`src/rtl/range_counter_updown.sv`:
```
`default_nettype none
// ============================================================================
//  Module   : range_counter_updown
//  Purpose  : Bounded up/down counter with runtime-programmable bounds,
//             wrap or saturate at the ends of the range, parallel load,
//             count enable and self-correction of out-of-range states.
//  Revision : 1.0  initial release
// ============================================================================
module range_counter_updown #(
  parameter int WIDTH      = 8,
  parameter int LO_DEFAULT = 10,
  parameter int HI_DEFAULT = 40
) (
  input  logic             clk,
  input  logic             rst,       // synchronous, active-low
  input  logic             en,
  input  logic             up_dn,     // 1 = up, 0 = down
  input  logic             sat_mode,  // 0 = wrap, 1 = hold at bound
  input  logic             load,
  input  logic [WIDTH-1:0] load_val,
  input  logic             cfg_we,
  input  logic [WIDTH-1:0] cfg_lo,
  input  logic [WIDTH-1:0] cfg_hi,
  output logic [WIDTH-1:0] count,
  output logic             tc,
  output logic             wrap,
  output logic             cfg_err
);

  // Reset values of the bound registers and the counter.
  localparam longint            C_LIMIT = longint'(1) << WIDTH;
  localparam logic [WIDTH-1:0]  C_LO    = WIDTH'(LO_DEFAULT);
  localparam logic [WIDTH-1:0]  C_HI    = WIDTH'(HI_DEFAULT);
  localparam logic [WIDTH-1:0]  C_ONE   = {{(WIDTH-1){1'b0}}, 1'b1};

  // Refuse to elaborate with an unusable parameter set.
  generate
    if ((WIDTH < 2) || (WIDTH > 32) || (LO_DEFAULT < 0) ||
        (LO_DEFAULT > HI_DEFAULT) || (longint'(HI_DEFAULT) >= C_LIMIT)) begin : g_bad_params
      $error("range_counter_updown: illegal WIDTH/LO_DEFAULT/HI_DEFAULT combination");
    end
  endgenerate

  logic [WIDTH-1:0] count_q, count_d;
  logic [WIDTH-1:0] lo_q, lo_d;
  logic [WIDTH-1:0] hi_q, hi_d;
  logic             wrap_q, wrap_d;
  logic             cfg_err_q, cfg_err_d;

  logic             below_lo;
  logic             above_hi;
  logic             at_lo;
  logic             at_hi;

  // Range comparisons against the current bounds (all unsigned).
  always_comb begin
    below_lo = (count_q < lo_q);
    above_hi = (count_q > hi_q);
    at_lo    = (count_q == lo_q);
    at_hi    = (count_q == hi_q);
  end

  // Next-state selection: cfg_we > load > self-correct > count > hold.
  always_comb begin
    count_d   = count_q;
    lo_d      = lo_q;
    hi_d      = hi_q;
    wrap_d    = 1'b0;
    cfg_err_d = 1'b0;

    if (cfg_we) begin
      // A rejected write still consumes the cycle: no load, no step.
      if (cfg_lo <= cfg_hi) begin
        lo_d    = cfg_lo;
        hi_d    = cfg_hi;
        count_d = cfg_lo;
      end else begin
        cfg_err_d = 1'b1;
      end
    end else if (load) begin
      // Out-of-range load values fall back to the lower bound silently.
      if ((load_val >= lo_q) && (load_val <= hi_q)) begin
        count_d = load_val;
      end else begin
        count_d = lo_q;
      end
    end else if (below_lo || above_hi) begin
      // Recover from upsets or illegal states even when not enabled.
      count_d = lo_q;
    end else if (en) begin
      if (up_dn) begin
        if (!at_hi) begin
          count_d = count_q + C_ONE;
        end else if (!sat_mode) begin
          count_d = lo_q;
          wrap_d  = 1'b1;
        end
      end else begin
        if (!at_lo) begin
          count_d = count_q - C_ONE;
        end else if (!sat_mode) begin
          count_d = hi_q;
          wrap_d  = 1'b1;
        end
      end
    end
  end

  // State registers with synchronous active-low reset.
  always_ff @(posedge clk) begin
    if (!rst) begin
      count_q   <= C_LO;
      lo_q      <= C_LO;
      hi_q      <= C_HI;
      wrap_q    <= 1'b0;
      cfg_err_q <= 1'b0;
    end else begin
      count_q   <= count_d;
      lo_q      <= lo_d;
      hi_q      <= hi_d;
      wrap_q    <= wrap_d;
      cfg_err_q <= cfg_err_d;
    end
  end

  // Terminal count follows the direction and the current bound immediately.
  always_comb begin
    tc = up_dn ? at_hi : at_lo;
  end

  assign count   = count_q;
  assign wrap    = wrap_q;
  assign cfg_err = cfg_err_q;

endmodule
`default_nettype wire

```
`config.mk`:
```
export PLATFORM = sky130hd
export DESIGN_NAME = range_counter_updown
export DESIGN_NICKNAME = d
export VERILOG_FILES = /design/src/rtl/range_counter_updown.sv
export SDC_FILE = /design/constraint.sdc
export NUM_CORES = 1
export LEC_CHECK = 0
export CELL_PAD_IN_SITES_DETAIL_PLACEMENT = 2
export CELL_PAD_IN_SITES_GLOBAL_PLACEMENT = 2
export CORE_MARGIN = 2
export CORE_UTILIZATION = 34
export DETAILED_ROUTE_END_ITERATION = 8
export GPL_TIMING_DRIVEN = 0
export PLACE_DENSITY_LB_ADDON = 0.1
export SLEW_MARGIN = 20
export SYNTH_ARGS = -nofsm -noshare
export SYNTH_HDL_FRONTEND = slang
export SYNTH_SLANG_ARGS = --single-unit
```
`constraint.sdc`:
```
create_clock -name clk -period 5.8 [get_ports clk]
set_input_delay 1.45 -clock clk [delete_from_list [all_inputs] [get_ports clk]]
set_output_delay 1.45 -clock clk [all_outputs]
set_load 0.01 [all_outputs]
```
# Word level (Yosys, flattened, before mapping)
# Cells that the tools add are included.
totals:
  inputBits: 31
  out_inout_bits: 11
  ff_bits: 26
classes:
  n_eq_ne: 5
  muxes: 17
  n_addsub: 2
  bitwise_logic: 2
  n_lt_le_gt_ge: 5
  reduce_logical: 7
op_table:
  columns: ["operator", "n"]
  rows:
  - ["8-bit 2-to-1 mux", 11]
  - ["8-bit == test", 2]
  - ["8-bit less-or-equal comparator", 2]
  - ["6-bit by 5-bit inequality test with 1-bit output (second input constant)", 2]
  - ["8-bit by 1-bit adder with 8-bit output (second input constant)", 1]
  - ["8-bit greater-or-equal comparator", 1]
  - ["8-bit > comparator", 1]
  - ["8-bit less-than comparator", 1]
  - ["8-bit by 1-bit subtractor with 8-bit output (second input constant)", 1]
  - ["1-bit 2-to-1 mux", 6]
  - ["5-bit OR reduction", 1]
  - ["2-bit AND reduction", 2]
  - ["4-bit AND reduction", 1]
  - ["4-bit nonzero test", 1]
  - ["2-bit by 1-bit inequality test with 1-bit output (second input constant)", 1]
  - ["1-bit inverter", 2]
  - ["1-bit logical AND", 1]
  - ["1-bit logical OR", 1]

# Depth between registers and ports, before layout
# Gate-level depths: netlist of run 1.
depth:
  word_depth: 7
  depth_mapped: 11
  ltp_nobuf: 9

# Worst setup path before layout of run 1
# OpenSTA, ideal clock, no wires.
synth_path:
  kind: "input port to output port"
  startpoint: "input port up_dn"
  endpoint: "output port tc"
  path_stages: 3
  path_slack_ps: 2401
  n_path_buf: 1
  arrival_time_ps: 1949
  required_ps: 4350
  cell_sequence: "clkbuf_1 o21ai_1 inv_1"
synth_via:
  elab_chain_cells: 1
synth_rtl:
  columns: ["item", "line", "text"]
  rows:
  - ["from (decl)", "17", "input logic up_dn,"]
  - ["1-bit 2-to-1 mux", "128", "tc = up_dn ? at_hi : at_lo;"]
  - ["to (decl)", "25", "output logic tc,"]
# Every way passes these cells.

# Worst setup path after layout of run 1
# Same ends and word-level chain as after synthesis.

==> results of run 1 <==
cell usage in the layout, fill, tap and decap left out, drive strengths merged, types with 9 or more instances in the layout:
| cell | count |
|---|---|
| inv | 32 |
| dfxtp | 26 |
| ha | 42 |
| o21ai | 16 |
| nand4 | 13 |
| a21oi | 16 |
| nor2 | 25 |
| clkdlybuf4s50 | 41 |
| nand2 | 17 |
| mux2i | 15 |
| nand3 | 9 |
| clkbuf | 12 |
worst max-delay path, stage by stage:
cell and delay, ns:
clkdlybuf4s50_1 0.63, clkbuf_1 0.41, o21ai_1 0.23, inv_1 0.10, clkdlybuf4s50_1 0.54
cell type report:
class                   instances  area share [%]
multi-input cells             258           59.88
well taps                     102           3.943
clock buffers                   3           1.276
plain buffers                  15           2.165
flip-flops and latches         26           16.08
repair buffers                 41           12.68
inverters                      34           3.981
flip-flops by register name, indices dropped and copies added, names as in the netlist:
| name | flops |
|---|---|
| wrap | 1 |
| count | 8 |
| cfg_err | 1 |
| hi_q | 8 |
| lo_q | 8 |
power breakdown:
part	leakage [nW]	internal, mW	switching, mW
clock	0.0216	0.0468	0.0638
combinational	1.17	0.159	0.224
sequential	0.214	0.195	0.0288
Yosys cell counts, types with 3 or more instances:
| master | n | area [um2] |
|---|---|---|
| xnor2_1 | 4 | 35.03 |
| inv_1 | 32 | 120.1 |
| or2_1 | 3 | 18.77 |
| o22ai_1 | 3 | 18.77 |
| a21oi_1 | 16 | 80.08 |
| buf_2 | 5 | 25.02 |
| nand4_1 | 12 | 75.07 |
| clkbuf_1 | 9 | 33.78 |
| o211ai_1 | 8 | 60.06 |
| a21o_1 | 6 | 45.04 |
| o31ai_1 | 5 | 37.54 |
| o21a_1 | 8 | 60.06 |
| dfxtp_1 | 26 | 520.5 |
| nor4_1 | 4 | 25.02 |
| xor2_1 | 3 | 26.28 |
| ha_1 | 42 | 525.5 |
| a221oi_1 | 3 | 26.28 |
| nand3_1 | 9 | 45.04 |
| a211oi_1 | 4 | 30.03 |
| o31a_1 | 3 | 26.28 |
| nand2_1 | 17 | 63.81 |
| mux2i_1 | 15 | 150.1 |
| a31oi_1 | 6 | 37.54 |
| nor2_1 | 24 | 90.09 |
| nor3_1 | 5 | 25.02 |
| nor2b_1 | 8 | 50.05 |
| o21ai_1 | 9 | 45.04 |
| o21ai_0 | 7 | 35.03 |
| o41ai_1 | 3 | 26.28 |
kinds of logic after synthesis:
group / share of synthesized area [%]
AOI/OAI and AO/OA: 26.18
and+or+nand+nor: 19.02
muxes: 5.650
DFF: 19.59
buffers and inverters: 7.485
adders and majority gates: 19.77
xor gates and xnor gates: 2.307
layer usage:
metal	track usage, %	wire length, um	vias to the layer above
li1	-	-	1334
met1	32.44	4770	1342
met2	43.61	4946	46
met3	1.302	223	10
met4	5.100	136	0
met5	0	0	-
through the flow:
stage               setup WS [ns]  hold slack [ns]
global route               0.9665           0.5758
global placement            1.058           0.4731
CTS                         1.003           0.5355
floorplan                   2.401           0.4551
finish                     0.9770           0.5279
detailed placement          1.003           0.5101
how the worst min path moves through the flow:
stage,slack (ns),end,cells after the start
global route,0.58,lo_q[1],2
floorplan,0.46,hi_q[5],2
detailed placement,0.51,lo_q[6],2
finish,0.53,lo_q[6],2
global placement,0.47,hi_q[5],2
CTS,0.54,lo_q[6],2
==> results.json, run 1 <==
{
  "grt-ovfl-total": 0,
  "crit_type": "in -> out",
  "globalplace.congestion": 0.8561,
  "initial_core_util_pct": 34.75,
  "seq_area_frac_synth_pct": 19.59,
  "htree_levels": 1,
  "synthCells": 333,
  "ys_async_sr_fraction_pct": 0,
  "synthesis.area_um2": 2658,
  "crit_end": "tc",
  "worst_setup_path_start_kind": "input port",
  "clk_pin_slew_worst_paths_ns": 0.09,
  "cp-startpoint": "up_dn",
  "rrSetupSlack_ns": 2.38,
  "die_h_um": 92.41,
  "ctsHoldBuffers": 0,
  "antenna_found_initial": 0,
  "vdd_drop_max_v": 0.00007592,
  "placed_cell_area_um2": 3196,
  "crit_path_end_kind": "output port",
  "r2r_start": "count[0]",
  "ys_types": 56,
  "die-area_um2": 8540,
  "slew_headroom_pct": 53.27,
  "ys_seq_elements": 26,
  "grt_usage_pct": 24.41,
  "cp.arrival_ns": 3.37,
  "portBuffers": 41,
  "clock_skew_ns": 0.006391,
  "post-route-period-util_pct": 83.16,
  "drc": 0,
  "clock.fmax_ghz": 0.2073,
  "rsz0062_at_grt": "no",
  "slew_violations": 0,
  "tightestPinTransition_ns": 0.7010,
  "postRouteAntennaNets": 0,
  "numCtsBuffers": 3,
  "status": "complete, no violations",
  "areaGrowthSynthToFinish_pct": 21.80,
  "final.setup.tns_ns": 0,
  "via_count": 2732,
  "setup_viol": 0,
  "multi_input_area_um2": 1938,
  "regArea_um2": 520.5,
  "root_buffer": "clkbuf_8",
  "synth_warnings": 0,
  "clock-sinks": 26,
  "grt_pass1_wl_mm": 16.13,
  "place_hpwl_mm": 8.367,
  "crit_fanout": 10,
  "ff2ff_path_depth": 10,
  "hp-class": "reg -> reg",
  "instances_no_fill": 479,
  "cts_tree": "built",
  "n_fill_cell": 904,
  "first_iter_violations": 135,
  "die_w_um": 92.41,
  "required_ns": 4.35,
  "cts.path.max_buffers": 2,
  "synth_nets": 406,
  "syn_avg_cell_area_um2": 7.981,
  "synth_edf_count": 0,
  "diodes": 0,
  "total_power_uw": 718.0,
  "routed_wl_mm": 10.08,
  "dp.cells": 476,
  "row_count": 32,
  "firstDrtPassIters": 4,
  "final_util_pct": 42.33,
  "r2r_end": "count[3]",
  "drv_cap": 0,
  "grt_pass1_vias": 2999,
  "cts_setup_buffers": 0,
  "clock_latency_ns": 0.28,
  "hold_viol_final": 0,
  "core_area_um2": 7647,
  "cts_resized": 0,
  "hp-start": "lo_q[6]",
  "power_density_nw_per_um2": 221.8,
  "io_pins": 42,
  "vias_per_cell": 5.704,
  "nets": 452,
  "wire_per_inst_um": 21.04,
  "ys.flop_type": "dfxtp_1",
  "drive_gt1_share_pct": 3.979,
  "p_leak_nw": 1.406,
  "grt_max_degree": 14,
  "min_period_ns": 4.823,
  "fin_area_um2": 3237
}
Power figures use the tool's default switching activity.
==> inputs of run 2 (changes only) <==
- CORE_UTILIZATION: 34 -> 29
- clock period: 5.8 -> 4.3 ns (I/O delays scaled with it)
==> run 2 against run 1 <==
Via count fell by 0.40%; sequential share of layout area fell by 0.10 points; clock power rose by 57%; register-to-register slack got worse by 1.3 ns; worst setup slack got worse by 0.69 ns; clock skew fell by 0.0012 ns; non-clock buffer count did not move; final area rose by 0.66%; worst hold slack got worse by 0.011 ns; combinational power rose by 33%; critical path type unchanged.
==> results.json, run 2 (synthesis gave the netlist of run 1 again) <==
{
  "holdWs_ns": 0.5167,
  "areaGrowthSynthToFinish_pct": 22.60,
  "rrSetupSlack_ns": 1.04,
  "diodes": 0,
  "clock.fmax_ghz": 0.2490,
  "crit_fanout": 10,
  "cts_tree": "built",
  "place_hpwl_mm": 8.222,
  "routed_wl_mm": 9.973,
  "numCtsBuffers": 3,
  "clock_latency_ns": 0.28,
  "ff2ff_path_depth": 10,
  "die-area_um2": 9946,
  "grt_pass1_wl_mm": 16.07,
  "firstDrtPassIters": 4,
  "p_leak_nw": 1.413,
  "antenna_found_initial": 0,
  "vdd_drop_max_v": 0.0001255,
  "post-route-period-util_pct": 93.41,
  "crit_end": "tc",
  "power_density_nw_per_um2": 302.8,
  "top_usage_layer": "met2",
  "crit_path_end_kind": "output port",
  "grt-ovfl-total": 0,
  "hp-class": "reg -> reg",
  "core_area_um2": 8806,
  "cts_setup_buffers": 0,
  "worst_hold_path.num_cells": 2,
  "initial_core_util_pct": 30.18,
  "drive_gt1_share_pct": 4.233,
  "r2r_start": "count[0]",
  "nets": 452,
  "wire_per_inst_um": 20.52,
  "drv_cap": 0,
  "rsz0062_at_grt": "no",
  "use_met1_pct": 28.77,
  "slew_headroom_pct": 55.32,
  "via_count": 2721,
  "portBuffers": 41,
  "grt_pass1_vias": 2882,
  "min_period_ns": 4.017,
  "grt.met3_usage_pct": 1.827,
  "die_w_um": 99.73,
  "layout_common_cells": "ha_1 (42), clkdlybuf4s50_1 (41), inv_1 (32), dfxtp_1 (26), nor2_1 (24)",
  "ctsHoldBuffers": 0,
  "drc": 0,
  "final.setup.tns_ns": 0,
  "grt_usage_pct": 20.68,
  "globalplace.congestion": 0.8094,
  "io_pins": 42,
  "first_iter_violations": 136,
  "cts.path.max_buffers": 2,
  "r2r_end": "count[3]",
  "hold_viol_final": 0,
  "status": "complete, no violations",
  "setup_viol": 0,
  "required_ns": 3.22,
  "vias_per_cell": 5.599,
  "clock_skew_ns": 0.005161,
  "root_buffer": "clkbuf_8",
  "cts_resized": 0,
  "cp-startpoint": "up_dn",
  "clock-sinks": 26,
  "grt_use_met2_pct": 35.81,
  "cp.arrival_ns": 2.94,
  "grt_max_degree": 15,
  "final_common_cell": "ha_1",
  "tightestPinTransition_ns": 0.6702,
  "worst_setup_path_start_kind": "input port",
  "row_count": 34,
  "htree_levels": 1,
  "slew_violations": 0,
  "postRouteAntennaNets": 0,
  "clk_pin_slew_worst_paths_ns": 0.10,
  "die_h_um": 99.73,
  "crit_type": "in -> out"
}
-- run 2: critical path, cell delays in order --
cell and delay, ns:
clkdlybuf4s50_1 0.63, clkbuf_1 0.41, o21ai_1 0.22, inv_1 0.09, clkdlybuf4s50_1 0.53
-- run 2: cell type report --
class | instances | area (um2)
clock buffers | 4 | 55.05
inverters | 34 | 128.9
flip-flops and latches | 26 | 520.5
multi-input cells | 258 | 1938
well taps | 108 | 135.1
fillers | 1029 | 5548
repair buffers | 41 | 410.4
plain buffers | 15 | 70.07
-- run 2: worst min-delay path by stage --
| stage | from | end |
|---|---|---|
| 6_report | hi_q[4] | hi_q[4] |
| 5_1_grt | lo_q[6] | lo_q[6] |
| 4_1_cts | hi_q[5] | hi_q[5] |
| 3_5_place_dp | lo_q[5] | lo_q[5] |
| 3_3_place_gp | hi_q[5] | hi_q[5] |
| 2_1_floorplan | hi_q[5] | hi_q[5] |
-- run 2: metal layers --
layer	share of wire, %	wire length [um]
met1	47	4737
met2	49	4856
met3	3.3	333
met4	0.46	46
met5	0	0
-- run 2: power by group --
group / total, mW / switching (mW) / internal [mW]
registers: 0.302 / 0.0384 / 0.264
clock network: 0.174 / 0.0914 / 0.0823
logic: 0.511 / 0.297 / 0.214
-- run 2: metrics by stage --
step                      setup WS (ns)  utilization [%]  power (mW)  instances  area (um2)
after global placement           0.2307            36.37      0.8055        482        3203
after CTS                        0.2806            37.00      0.9922        486        3258
after detailed placement         0.2709            36.37      0.8192        482        3203
after global routing             0.1466            37.00       1.062        486        3258
final                            0.2833            37.00      0.9867        486        3258
after floorplan                   1.304                -      0.6230        333        2658
